### src/rtl/pulse_sched.sv
`default_nettype none
// ============================================================================
// Module   : pulse_sched
// Purpose  : Round-robin scheduler sharing one stretched pulse output among
//            NREQ single-cycle event sources. Events are latched as pending,
//            one source is granted at a time, and a pulse of programmable
//            length is driven, tagged with the winning source ID. A minimum
//            low gap of GAP cycles separates consecutive pulses.
// Ports    : clk     - clock
//            reset   - synchronous active-high reset
//            req     - per-source event strobes
//            len     - pulse length in cycles, sampled at grant (0 acts as 1)
//            o       - stretched pulse
//            o_id    - source of the current/last pulse
//            busy    - scheduler not idle
//            pend    - registered pending flags
//            merged  - event absorbed into an already-pending flag (1 cycle)
// Revision : 1.0 - initial release
// ============================================================================
module pulse_sched #(
    parameter int NREQ = 4,
    parameter int IDW  = 2,
    parameter int LW   = 4,
    parameter int GAP  = 1
) (
    input  logic            clk,
    input  logic            reset,
    input  logic [NREQ-1:0] req,
    input  logic [LW-1:0]   len,
    output logic            o,
    output logic [IDW-1:0]  o_id,
    output logic            busy,
    output logic [NREQ-1:0] pend,
    output logic [NREQ-1:0] merged
);

    typedef enum logic [1:0] {
        S_IDLE  = 2'd0,
        S_PULSE = 2'd1,
        S_GAP   = 2'd2
    } state_t;

    localparam logic [3:0]     GAP_LOAD = (GAP > 0) ? 4'(GAP - 1) : 4'd0;
    localparam logic [IDW-1:0] RR_RST   = IDW'(NREQ - 1);
    localparam logic [LW-1:0]  CNT_ONE  = LW'(1);

    state_t          state_q, state_d;
    logic [LW-1:0]   cnt_q, cnt_d;
    logic [3:0]      gcnt_q, gcnt_d;
    logic [IDW-1:0]  rr_q, rr_d;
    logic [IDW-1:0]  id_q, id_d;
    logic [NREQ-1:0] pend_q, pend_d;
    logic [NREQ-1:0] merged_q, merged_d;
    logic            o_q, o_d;
    logic            busy_q, busy_d;

    logic [IDW-1:0]  win_hi, win_lo, win;
    logic            found_hi;
    logic            grant;
    logic [NREQ-1:0] gnt_vec;

    // Round-robin winner: the lowest pending index above rr wins; if none
    // exists, wrap around to the lowest pending index overall. Scanning
    // downward leaves the lowest matching index as the final assignment.
    always_comb begin
        win_hi   = '0;
        win_lo   = '0;
        found_hi = 1'b0;
        for (int j = NREQ - 1; j >= 0; j--) begin
            if (pend_q[j]) begin
                win_lo = IDW'(j);
            end
            if (pend_q[j] && (j > int'(rr_q))) begin
                win_hi   = IDW'(j);
                found_hi = 1'b1;
            end
        end
        win = found_hi ? win_hi : win_lo;
    end

    // Next-state and output logic
    always_comb begin
        state_d = state_q;
        cnt_d   = cnt_q;
        gcnt_d  = gcnt_q;
        rr_d    = rr_q;
        id_d    = id_q;
        grant   = 1'b0;

        case (state_q)
            S_IDLE: begin
                if (|pend_q) begin
                    grant   = 1'b1;
                    state_d = S_PULSE;
                end
            end
            S_PULSE: begin
                if (cnt_q != '0) begin
                    cnt_d = cnt_q - CNT_ONE;
                end else if (GAP > 0) begin
                    state_d = S_GAP;
                    gcnt_d  = GAP_LOAD;
                end else if (|pend_q) begin
                    // Back-to-back: re-arbitrate on the last high cycle.
                    grant = 1'b1;
                end else begin
                    state_d = S_IDLE;
                end
            end
            S_GAP: begin
                if (gcnt_q != 4'd0) begin
                    gcnt_d = gcnt_q - 4'd1;
                end else begin
                    state_d = S_IDLE;
                end
            end
            default: begin
                state_d = S_IDLE;
            end
        endcase

        if (grant) begin
            id_d  = win;
            rr_d  = win;
            cnt_d = (len == '0) ? '0 : len - CNT_ONE;
        end

        gnt_vec = grant ? (NREQ'(1) << win) : '0;

        // A new event on the granted source re-arms its flag; an event on a
        // source that is already pending and not granted is merged.
        pend_d   = (pend_q & ~gnt_vec) | req;
        merged_d = req & pend_q & ~gnt_vec;

        o_d    = (state_d == S_PULSE);
        busy_d = (state_d != S_IDLE);
    end

    always_ff @(posedge clk) begin
        if (reset) begin
            state_q  <= S_IDLE;
            cnt_q    <= '0;
            gcnt_q   <= 4'd0;
            rr_q     <= RR_RST;
            id_q     <= '0;
            pend_q   <= '0;
            merged_q <= '0;
            o_q      <= 1'b0;
            busy_q   <= 1'b0;
        end else begin
            state_q  <= state_d;
            cnt_q    <= cnt_d;
            gcnt_q   <= gcnt_d;
            rr_q     <= rr_d;
            id_q     <= id_d;
            pend_q   <= pend_d;
            merged_q <= merged_d;
            o_q      <= o_d;
            busy_q   <= busy_d;
        end
    end

    assign o      = o_q;
    assign o_id   = id_q;
    assign busy   = busy_q;
    assign pend   = pend_q;
    assign merged = merged_q;

endmodule
`default_nettype wire

### config.mk
export PLATFORM = sky130hd
export DESIGN_NAME = pulse_sched
export DESIGN_NICKNAME = d
export VERILOG_FILES = /design/src/rtl/pulse_sched.sv
export SDC_FILE = /design/constraint.sdc
export NUM_CORES = 1
export LEC_CHECK = 0
export CAP_MARGIN = 40
export CORE_MARGIN = 5
export CORE_UTILIZATION = 51
export CTS_BUF_LIST = sky130_fd_sc_hd__clkbuf_16
export DETAILED_ROUTE_END_ITERATION = 6
export PLACE_DENSITY = 0.89
export SYNTH_ARGS = -nofsm -noshare
export SYNTH_HDL_FRONTEND = slang
export SYNTH_SLANG_ARGS = --single-unit
### constraint.sdc
create_clock -name clk -period 1.7 [get_ports clk]
set_input_delay 0.255 -clock clk [delete_from_list [all_inputs] [get_ports clk]]
set_output_delay 0.255 -clock clk [all_outputs]
set_load 0.01 [all_outputs]
* Yosys cells after proc, flatten, opt, wreduce, memory -nomap -nowiden *
Index checks and enable logic that the tools add are counted.
W data, S select, Z words.

storage, ports and cells
  output and inout bits = 12
  register bits = 24
  logic and storage cells = 65

cells by class
  reductions and logical operators = 14
  magnitude comparators = 3
  muxes and demuxes = 25
  add/subtract/negate cells = 3
  shifts and indexed selects = 1
  equal/unequal tests = 5
  bitwise gates (word level) = 5

operators with widths
  operator               number
  $mux W4                7
  $mux W2                11
  $and A4 B4 Y4          3
  $sub A4 B1 Y4 const B  3
  $pmux W4 S2            1
  $reduce_bool A2 Y1     4
  $reduce_bool A4 Y1     2
  $pmux W2 S3            1
  $mux W1                5
  $eq A2 B1 Y1 const B   2
  $gt A2 B2 Y1 const A   2
  $logic_not A4 Y1       1
  $ne A2 B2 Y1 const B   2
  $not A4 Y4             1
  $or A4 B4 Y4           1
  $reduce_or A4 Y1       1
  $shl A1 B2 Y4 const A  1
  $logic_and A1 B1 Y1    3
  $reduce_and A3 Y1      1
  $eq A2 B2 Y1 const B   1
  $gt A1 B2 Y1 const A   1
  $logic_not A2 Y1       1
  $reduce_and A2 Y1      1

* Depth between registers and ports, before layout *
Gate-level depths: netlist of the first run.

  depth in word-level cells = 11
  gate-level depth with buffers = 7
  gate-level depth less buffers = 6

* Least setup slack after synthesis of the first run *
No wires, ideal clock.

  path kind = reg2reg
  start point = register pend_q[3], in the netlist pend[3]
  end point = register pend_q[1], in the netlist pend[1]
  library setup time = 0.125 ns
  clock period less this slack = 1.575 ns
  setup slack = 0.125 ns
  arrival = 1.450 ns
  stages on the path, launching flop included = 6
  buffers on the path = 2
  cell sequence = dfxtp_1 clkbuf_2 nor4_2 or3_1 buf_6 o41a_1

between the ends
  longest elaborated chain between the ends = 10

ends and longest elaborated chain
  what                                            RTL line  text
  from (decl)                                     52        logic [NREQ-1:0] pend_q, pend_d;
  from (signal assigned)                          156       pend_q <= pend_d;
  $mux W2 or $logic_and A1 B1 Y1 (tied branches)  70, 73
  $mux W2 (tied with other cells) (3 in series)   70        if (pend_q[j]) begin
  $mux W2                                         78        win = found_hi ? win_hi : win_lo;
  $shl A1 B2 Y4                                   128       gnt_vec = grant ? (NREQ'(1) << win) : '0;
  $mux W4 *                                       128
  $not A4 Y4 *                                    132       pend_d = (pend_q & ~gnt_vec) | req;
  $and A4 B4 Y4 *                                 132
  $or A4 B4 Y4 *                                  132

Mark *: on every way between the ends. The rest lies on a longest branch, timed or not.
A chain may end at the register's enable or synchronous reset.

* Worst setup path in the final report of the first run *
  start point = register pend_q[1], in the netlist pend[1]
  end point = output pend[1]

RTL lines
  what       RTL line  text
  to (decl)  33        output logic [NREQ-1:0] pend,

No word-level cell between the ends.

==> results.py, run 1 <==
metrics = {
    "run_status": {
        "status": "complete, no violations",
    },
    "setup_path": {
        "timing.setup.critical_path_class": "reg2out",
        "arrival_ns": 1.39,
        "cpLargestDelayFamily": "buffers and inverters",
        "crit_fanout": 6,
        "worstSetupStartpointType": "flip-flop",
        "setup.reg_to_reg.worst_slack_ns": 0.05,
        "critPathSlowestCell": "clkdlybuf4s50_1",
        "worst-r2r-cell-count": 4,
        "worstSetupPathDepth": 2,
        "start_point_of_the_critical_path": "pend[1]$_SDFF_PP0_",
        "reg_to_reg_critical_path_endpoint": "pend[1]$_SDFF_PP0_",
        "cp.required_ns": 1.44,
        "r2r_start": "pend[2]$_SDFF_PP0_",
        "critPathBufInv": 2,
        "timing.critical_path.to_type": "output port",
        "cp_slowest_stage_delay_ns": 0.53,
        "crit_chain": "buf_4, clkdlybuf4s50_1",
        "worstSetupEndpoint": "pend[1]",
    },
    "final_layout": {
        "most_used_cells_in_the_layout_excluding_fill_and_tap_cells": "23 x dfxtp_1, 21 x nor2_1, 21 x clkdlybuf4s50_1",
        "syn_to_final_growth_pct": 30.6,
        "fin_util": 0.710,
        "final_layout_size_suffix_gt1_frac": 0.187,
        "layoutNonFillerInstCount": 199,
        "finalNetCount": 184,
        "leading_cell_type_in_the_layout_fill_and_taps_excluded": "dfxtp_1",
        "final.fill_count": 174,
        "diodes": 0,
    },
    "sta": {
        "clock.fmax_ghz": 0.606,
        "worst-slew-pin-transition_ns": 0.423,
        "finalWorstPathRequiredPeriod_ns": 1.65,
        "worst_hold_slack_ns": 0.491,
        "clock-skew-final_ns": 0.00461,
        "slew_viol_final": 0,
        "final_critical_path_share_of_the_clock_period": 0.970,
        "fin_setup_tns_ns": 0,
        "maxSlewHeadroom": 0.716,
        "timing_hold_violations_final": 0,
        "setup-violations-final": 0,
    },
    "clocking": {
        "cts.sink_count": 24,
        "cts_tree": "built",
        "cell_at_the_root_of_the_clock_tree": "clkbuf_16",
        "path_clk_slew_ns": 0.06,
        "clkLatencyLatePin_ns": 0.26,
        "number_of_cts_inserted_buffers": 3,
        "holdBufCountCts": 0,
        "cts_buffer_depth": 2,
        "htree_levels": 1,
    },
    "drt": {
        "drt_first_pass_iters": 4,
        "dr_total_vias": 1194,
        "total_drc_errors_in_the_routed_layout": 0,
        "drt_wl_total_mm": 3.17,
        "avgRoutedWirePerCell_um": 15.9,
        "vias_per_cell": 6.00,
        "drt_first_iter_violations": 39,
        "antenna_violating_nets_post_route": 0,
    },
    "worst_hold_path": {
        "hp-class": "reg2reg",
        "hold_path_startpoint": "o_id[1]$_SDFFE_PP0P_",
    },
    "power_and_ir_drop": {
        "ir_worst_vdd_mv": 0.963,
        "power.density_nw_per_um2": 1260,
        "p_leak_uw": 0.000598,
    },
    "synth": {
        "synth-edff-count": 0,
        "ys_seq_elements": 24,
        "synth_cell_type_count": 47,
        "synth_seq_area_share": 0.392,
        "area_of_the_mapped_netlist_um2": 1220,
        "ys_async_sr_fraction": 0,
        "synth_area_per_cell_um2": 8.81,
        "synth-main-ff-cell": "dfxtp_1",
        "syn_nets": 151,
        "yosys_warnings": 0,
        "post_synth_inst_count": 139,
    },
    "place": {
        "placedCellCount": 194,
        "place_hpwl_mm": 2.10,
        "placement.io_buffers": 21,
        "place_congestion": 0.830,
    },
    "floorplan": {
        "die_area_um2": 3480,
        "floorplan_core_area_um2": 2250,
        "floorplan.rows": 17,
        "initial_core_util": 0.543,
        "io-pin-count": 22,
        "die_w_um": 59.0,
        "chipHeight_um": 59.0,
    },
    "global_routing": {
        "grt_first_pass_wirelength_mm": 4.86,
        "number_of_antenna_violations_at_the_first_check_in_global_routing": 0,
        "grt.total_usage": 0.181,
        "grt_overflow_total": 0,
        "vias_in_the_first_global_route": 1061,
        "grt_start_max_net_pins": 16,
    },
    "flow_run": {
        "timing.max_cap.violations": 0,
    },
}
-- final cells by class --
| cell class | instances | area, um2 | share of cell area |
|---|---|---|---|
| Multi-Input combinational cell | 100 | 659 | 0.412 |
| Sequential cell | 24 | 482 | 0.301 |
| Timing Repair Buffer | 35 | 315 | 0.197 |
| Clock buffer | 3 | 75.1 | 0.0469 |
| Tap cell | 28 | 35.0 | 0.0219 |
| Inverter | 8 | 30.0 | 0.0188 |
| Clock inverter | 1 | 3.75 | 0.00235 |
-- how the worst min path moves through the flow --
stage / end / slack [ns] / cells past startpoint
after floorplan: merged[0]$_SDFF_PP0_ / 0.39 / 2
after global placement: o_id[1]$_SDFFE_PP0P_ / 0.45 / 2
after detailed placement: gcnt_q[1]$_SDFFE_PP0P_ / 0.48 / 2
after CTS: o_id[1]$_SDFFE_PP0P_ / 0.50 / 2
after global routing: o_id[1]$_SDFFE_PP0P_ / 0.53 / 2
final: o_id[1]$_SDFFE_PP0P_ / 0.49 / 2
-- timing repair --
action | 4_1_cts | 5_1_grt
endpoints found under the setup margin | 0 | 3
setup buffers | 0 | 1
gates resized for setup | 0 | 1
-- synth_stat cells, types with 2 or more instances --
cell	count	share of area
nor3_1	5	0.020
a211oi_1	9	0.055
or3_1	4	0.020
a21oi_1	7	0.029
ha_1	2	0.020
a311oi_1	2	0.014
dfxtp_1	24	0.39
nand2b_1	3	0.015
nand3_1	2	0.0082
o21ai_0	3	0.012
nand3b_1	2	0.012
nand4_1	2	0.010
inv_1	8	0.025
xor2_1	2	0.014
clkbuf_1	2	0.0061
nand2_1	8	0.025
nor3b_1	2	0.012
a211oi_2	2	0.020
buf_6	2	0.018
nor2_1	21	0.064
-- power by group --
group / leakage, uW / switching, uW / internal (uW)
registers: 0.000198 / 108 / 657
clock network: 0.0000385 / 206 / 315
logic: 0.000361 / 377 / 352
-- layer usage --
layer	wire, um	track usage	up-vias	share of wire
li1	-	-	563	-
met1	1280	0.198	575	0.40
met2	1640	0.333	50	0.52
met3	193	0.0327	6	0.061
met4	68	0.0874	0	0.021
met5	0	0	-	0
-- worst reg2reg max path: stages (launching register included) --
cell and delay (ns):
dfxtp_1 0.47, nor4_2 0.12, or3_1 0.36, buf_4 0.19
o41a_1 0.39
-- cells by family after synthesis --
| kind of cell | Yosys count | synth area share |
|---|---|---|
| AND/OR/NAND/NOR | 60 | 0.265 |
| AO/OA/AOI/OAI | 33 | 0.215 |
| flip-flops | 24 | 0.392 |
| buffers and inverters | 15 | 0.0694 |
| XOR/XNOR | 3 | 0.0215 |
| multiplexers | 2 | 0.0174 |
| adder cells (fa/ha/maj) | 2 | 0.0204 |
-- through the flow --
| stage | power (uW) | setup slack [ns] | cell area (um2) |
|---|---|---|---|
| 3_5_place_dp | 1460 | -0.0149 | 1510 |
| 4_1_cts | 1970 | 0.0592 | 1590 |
| 5_1_grt | 2100 | -0.00261 | 1600 |
| 3_3_place_gp | 1420 | 0.0430 | 1510 |
| 6_report | 2010 | 0.0510 | 1600 |
| 2_1_floorplan | 1220 | 0.125 | 1220 |
-- state kept, by name, summed over array words and instances (netlist names) --
name / cells
cnt_q: 4
gcnt_q: 4
merged: 4
pend: 4
o_id: 2
rr_q: 2
state_q: 2
busy: 1
o: 1
Power figures use the tool's default switching activity.
==> inputs of run 2 (changes only) <==
Settings changed: CORE_ASPECT_RATIO set to 1.4, CORE_UTILIZATION 51 to 46, PLACE_DENSITY 0.89 to 0.85, SLEW_MARGIN set to 10.
Clock period 1.7 ns to 1.5 ns, I/O delays scaled along.
==> run 2 against run 1 <==
Against the previous run:
- the flow now finishes with violations (setup timing)
- setup slack got worse by 0.084 ns
- sequential share of layout area down 3.1 points
- sequential power up 11%
- first-iteration DRC count is 5.1% higher
- critical path type is now reg2reg
- largest power group is now combinational cells
- highest routed layer unchanged
==> results.py, run 2 (synthesis gave the netlist of run 1 again) <==
metrics = {
    "run_status": {
        "status": "complete, but fails checks",
        "violated_checks": "setup timing",
    },
    "sta": {
        "final_critical_path_share_of_the_clock_period": 1.02,
        "maxSlewHeadroom": 0.752,
        "clock.fmax_ghz": 0.652,
        "worst_hold_slack_ns": 0.471,
        "clock-skew-final_ns": 0.00204,
        "setup-violations-final": 2,
        "worst-slew-pin-transition_ns": 0.368,
        "slew_viol_final": 0,
        "final_worst_path_setup_slack_ns": -0.0332,
        "timing_hold_violations_final": 0,
        "finalWorstPathRequiredPeriod_ns": 1.53,
        "setup_repair_after_global_routing_missed_its_margin": "true",
    },
    "setup_path": {
        "worst-r2r-cell-count": 6,
        "arrival_ns": 1.69,
        "setup.reg_to_reg.worst_slack_ns": -0.03,
        "timing.setup.critical_path_class": "reg2reg",
        "r2r_start": "pend[1]$_SDFF_PP0_",
        "worstSetupStartpointType": "flip-flop",
        "timing.critical_path.to_type": "flip-flop",
        "reg_to_reg_critical_path_endpoint": "pend[0]$_SDFF_PP0_",
        "cp.required_ns": 1.65,
        "crit_fanout": 4,
    },
    "clocking": {
        "clkLatencyLatePin_ns": 0.25,
        "htree_levels": 1,
        "path_clk_slew_ns": 0.06,
        "cts_tree": "built",
        "cell_at_the_root_of_the_clock_tree": "clkbuf_16",
        "cts.sink_count": 24,
        "holdBufCountCts": 0,
        "number_of_cts_inserted_buffers": 3,
        "cts_buffer_depth": 2,
    },
    "worst_hold_path": {
        "hold-path-cell-count": 2,
        "worst_hold_end": "o_id[1]$_SDFFE_PP0P_",
        "hp-class": "reg2reg",
        "hold_path_startpoint": "o_id[1]$_SDFFE_PP0P_",
    },
    "power_and_ir_drop": {
        "ir_worst_vdd_mv": 0.960,
        "post-layout-total-power_uw": 2460,
        "power.density_nw_per_um2": 1350,
        "p_leak_uw": 0.000719,
    },
    "global_routing": {
        "grt_start_max_net_pins": 22,
        "grt_first_pass_wirelength_mm": 5.02,
        "grt_overflow_total": 0,
        "number_of_antenna_violations_at_the_first_check_in_global_routing": 0,
        "grt.total_usage": 0.174,
        "vias_in_the_first_global_route": 1170,
    },
    "final_layout": {
        "fin_util": 0.706,
        "most_used_cells_in_the_layout_excluding_fill_and_tap_cells": "23 x buf_4, 20 x nor2_1, 18 x dfxtp_1",
        "diodes": 0,
        "final.fill_count": 188,
        "leading_cell_type_in_the_layout_fill_and_taps_excluded": "buf_4",
        "final_layout_size_suffix_gt1_frac": 0.346,
        "syn_to_final_growth_pct": 49.1,
        "finish.instance_area_um2": 1830,
        "finalNetCount": 196,
        "layoutNonFillerInstCount": 218,
    },
    "flow_run": {
        "timing.max_cap.violations": 0,
    },
    "floorplan": {
        "initial_core_util": 0.473,
        "floorplan_core_area_um2": 2590,
        "chipHeight_um": 71.1,
        "die_w_um": 53.6,
        "die_area_um2": 3810,
        "floorplan.rows": 22,
        "io-pin-count": 22,
    },
    "place": {
        "place_hpwl_mm": 2.25,
        "placement.io_buffers": 21,
        "postPlaceCellArea_um2": 1610,
        "place_congestion": 0.906,
        "placedCellCount": 212,
    },
    "drt": {
        "avgRoutedWirePerCell_um": 14.5,
        "drt_first_pass_iters": 4,
        "drt_first_iter_violations": 41,
        "vias_per_cell": 5.46,
        "total_drc_errors_in_the_routed_layout": 0,
        "dr_total_vias": 1191,
        "antenna_violating_nets_post_route": 0,
        "drt_wl_total_mm": 3.16,
    },
}
run 2: how the worst max path moves through the flow:
stage | start | to
2_1_floorplan | pend[1]$_SDFF_PP0_ | pend[2]$_SDFF_PP0_
3_3_place_gp | len[1] | cnt_q[2]$_SDFFE_PP0P_
3_5_place_dp | len[1] | cnt_q[2]$_SDFFE_PP0P_
4_1_cts | pend[1]$_SDFF_PP0_ | pend[1]$_SDFF_PP0_
5_1_grt | pend[1]$_SDFF_PP0_ | pend[1]$_SDFF_PP0_
6_report | pend[1]$_SDFF_PP0_ | pend[0]$_SDFF_PP0_
run 2: cell type report:
| class | instances | area (um2) | area share |
|---|---|---|---|
| well taps | 36 | 45.0 | 0.0247 |
| repair buffers | 47 | 428 | 0.234 |
| flip-flops and latches | 24 | 493 | 0.270 |
| inverters | 8 | 30.0 | 0.0164 |
| multi-input cells | 100 | 756 | 0.414 |
| clock buffers | 3 | 75.1 | 0.0411 |
run 2: worst max-delay path, cell delays in order (launching register included):
cell and delay, ns:
dfxtp_4 0.36, buf_6 0.12, nor3b_4 0.14, a311oi_4 0.36, buf_4 0.19, nor3_1 0.04
a211oi_1 0.22
run 2: per-layer routing:
metal	share of wire	track usage	routed length (um)	vias to the layer above
met1	0.43	0.200	1360	578
met3	0.027	0.0189	85	2
met2	0.53	0.300	1680	27
met4	0.011	0.0994	34	0
met5	0	0	0	-
li1	-	-	-	584
run 2: stage by stage:
step                      setup WS [ns]  setup TNS [ns]
after floorplan                 -0.0126         -0.0206
after global placement           -0.122          -0.160
after global routing            -0.0793          -0.408
after detailed placement         -0.155          -0.411
final                           -0.0332         -0.0382
after CTS                       -0.0337         -0.0353
run 2: what timing repair did:
action | 4_1_cts | 5_1_grt
endpoints found under the setup margin | 10 | 16
resized for setup | 7 | 24
pin swaps | 1 | 7
hold endpoints to repair | 0 | 0
buffers inserted | 1 | 3
run 2: power breakdown:
part | internal [uW] | switching, uW | total, uW
sequential | 749 | 103 | 852
combinational | 533 | 510 | 1040
clock | 352 | 212 | 564
==> inputs of run 3 (changes only) <==
Settings changed: CORE_ASPECT_RATIO 1.4 to unset.
==> run 3 against run 2 <==
Against the previous run:
- the run still ends with setup timing left
- cell area decreased by 3.7%
- count of clock-buffer cells in the layout unchanged
- utilization decreased by 0.86 points
- non-clock buffer count decreased by 2
- register-to-register slack about the same
- combinational power decreased by 9.5%
- maximum frequency decreased by 0.85%
- global-route usage increased by 0.61 points
- highest routed layer unchanged
- first-iteration DRC count decreased by 4.9%
==> results.py, run 3 (synthesis gave the netlist of run 1 again) <==
metrics = {
    "run_status": {
        "status": "complete, but fails checks",
        "violated_checks": "setup timing",
    },
    "floorplan": {
        "die_w_um": 61.6,
        "die_area_um2": 3800,
        "floorplan_core_area_um2": 2520,
        "io-pin-count": 22,
        "initial_core_util": 0.486,
        "floorplan.rows": 18,
        "chipHeight_um": 61.6,
    },
    "sta": {
        "setup_repair_after_global_routing_missed_its_margin": "true",
        "clock.fmax_ghz": 0.647,
        "clock-skew-final_ns": 0.00347,
        "timing_hold_violations_final": 0,
        "finalWorstPathRequiredPeriod_ns": 1.55,
        "final_worst_path_setup_slack_ns": -0.0465,
        "slew_viol_final": 0,
        "worst_hold_slack_ns": 0.473,
        "maxSlewHeadroom": 0.763,
        "final_critical_path_share_of_the_clock_period": 1.03,
        "setup-violations-final": 4,
        "worst-slew-pin-transition_ns": 0.355,
    },
    "setup_path": {
        "critPathSlowestCell": "a311oi_4",
        "timing.setup.critical_path_class": "reg2reg",
        "crit_fanout": 4,
        "timing.critical_path.to_type": "flip-flop",
        "cpLargestDelayFamily": "compound AO/OA/AOI/OAI gates",
        "arrival_ns": 1.71,
        "crit_chain": "or2_4, a311oi_4, buf_4, nor3_1, a211oi_1",
        "cp.required_ns": 1.66,
        "critPathBufInv": 1,
        "worstSetupStartpointType": "flip-flop",
        "cp_slowest_stage_delay_ns": 0.40,
    },
    "clocking": {
        "htree_levels": 1,
        "cts.sink_count": 24,
        "path_clk_slew_ns": 0.06,
        "clkLatencyLatePin_ns": 0.26,
        "holdBufCountCts": 0,
        "cts_tree": "built",
        "cts_buffer_depth": 2,
        "cell_at_the_root_of_the_clock_tree": "clkbuf_16",
        "number_of_cts_inserted_buffers": 3,
    },
    "drt": {
        "vias_per_cell": 5.74,
        "avgRoutedWirePerCell_um": 15.8,
        "drt_wl_total_mm": 3.31,
        "drt_first_pass_iters": 4,
        "antenna_violating_nets_post_route": 0,
        "dr_total_vias": 1206,
        "drt_first_iter_violations": 39,
        "total_drc_errors_in_the_routed_layout": 0,
    },
    "global_routing": {
        "number_of_antenna_violations_at_the_first_check_in_global_routing": 0,
        "grt_overflow_total": 0,
        "grt_start_max_net_pins": 23,
        "grt.total_usage": 0.180,
        "grt_first_pass_wirelength_mm": 5.03,
        "vias_in_the_first_global_route": 1139,
    },
    "place": {
        "placement.io_buffers": 21,
        "place_congestion": 0.896,
        "placedCellCount": 202,
        "place_hpwl_mm": 2.05,
    },
    "power_and_ir_drop": {
        "post-layout-total-power_uw": 2390,
        "ir_worst_vdd_mv": 0.976,
        "p_leak_uw": 0.000676,
        "power.density_nw_per_um2": 1360,
    },
    "final_layout": {
        "ff_latch_area_um2": 495,
        "final_layout_size_suffix_gt1_frac": 0.322,
        "diodes": 0,
        "most_used_cells_in_the_layout_excluding_fill_and_tap_cells": "22 x buf_4, 21 x nor2_1, 17 x clkdlybuf4s50_1",
        "multiInputGateArea_um2": 719,
        "syn_to_final_growth_pct": 43.6,
        "final.fill_count": 181,
        "finalNetCount": 194,
        "layoutNonFillerInstCount": 210,
        "leading_cell_type_in_the_layout_fill_and_taps_excluded": "buf_4",
    },
    "flow_run": {
        "timing.max_cap.violations": 0,
    },
    "worst_hold_path": {
        "hp-class": "reg2reg",
    },
}
[run 3: cell count changes in the layout (fill, tap and decap cells not counted), moves of 2 or more]
cell	previous run	this run
a21oi_2	4	2
dfxtp_2	4	6
dfxtp_1	18	16
nor3b_2	0	2
dlymetal6s2s_1	2	0
a21oi_1	4	6
dlygate4sd2_1	2	4
[run 3: layout make-up]
class,count,area share
repair buffers,45,0.228
well taps,30,0.0213
multi-input cells,100,0.409
inverters,8,0.0171
clock buffers,3,0.0427
flip-flops and latches,24,0.282
[run 3: timing repair]
item,CTS,global route
pin swaps,1,4
endpoints found under the setup margin,10,17
resized for setup,8,16
setup buffers,1,4
[run 3: power by group]
| part | total, uW | internal, uW | leakage [uW] | switching [uW] |
|---|---|---|---|---|
| sequential | 872 | 752 | 0.000200 | 119 |
| combinational | 941 | 475 | 0.000439 | 467 |
| clock | 576 | 353 | 0.0000370 | 223 |
| total | 2390 | 1580 | 0.000676 | 809 |
[run 3: worst paths after layout]
path,from,end,slack [ns],cells past startpoint
setup / recovery,pend[0]$_SDFF_PP0_,pend[0]$_SDFF_PP0_,-0.05,5
hold / removal,o_id[1]$_SDFFE_PP0P_,o_id[1]$_SDFFE_PP0P_,0.47,2
setup reg to reg,pend[0]$_SDFF_PP0_,pend[0]$_SDFF_PP0_,-0.05,5
hold reg to reg,o_id[1]$_SDFFE_PP0P_,o_id[1]$_SDFFE_PP0P_,0.47,2
[run 3: worst min-delay path, cell delays in order (launching register included)]
cell     delay (ns)
dfxtp_1        0.31
nand2_1        0.06
a21oi_1        0.06
[run 3: layer usage]
metal / GRT usage / routed length, um
met1: 0.211 / 1400
met2: 0.315 / 1680
met3: 0.0210 / 136
met4: 0.103 / 94
met5: 0 / 0
[run 3: metrics by stage]
step            util  setup TNS (ns)  worst slack [ns]  cell area (um2)
5_1_grt        0.697          -0.333           -0.0734             1760
4_1_cts        0.663         -0.0166           -0.0166             1670
3_5_place_dp   0.625          -0.285            -0.170             1580
3_3_place_gp   0.625          -0.131            -0.131             1580
6_report       0.697          -0.110           -0.0465             1760
2_1_floorplan      -         -0.0206           -0.0126             1240
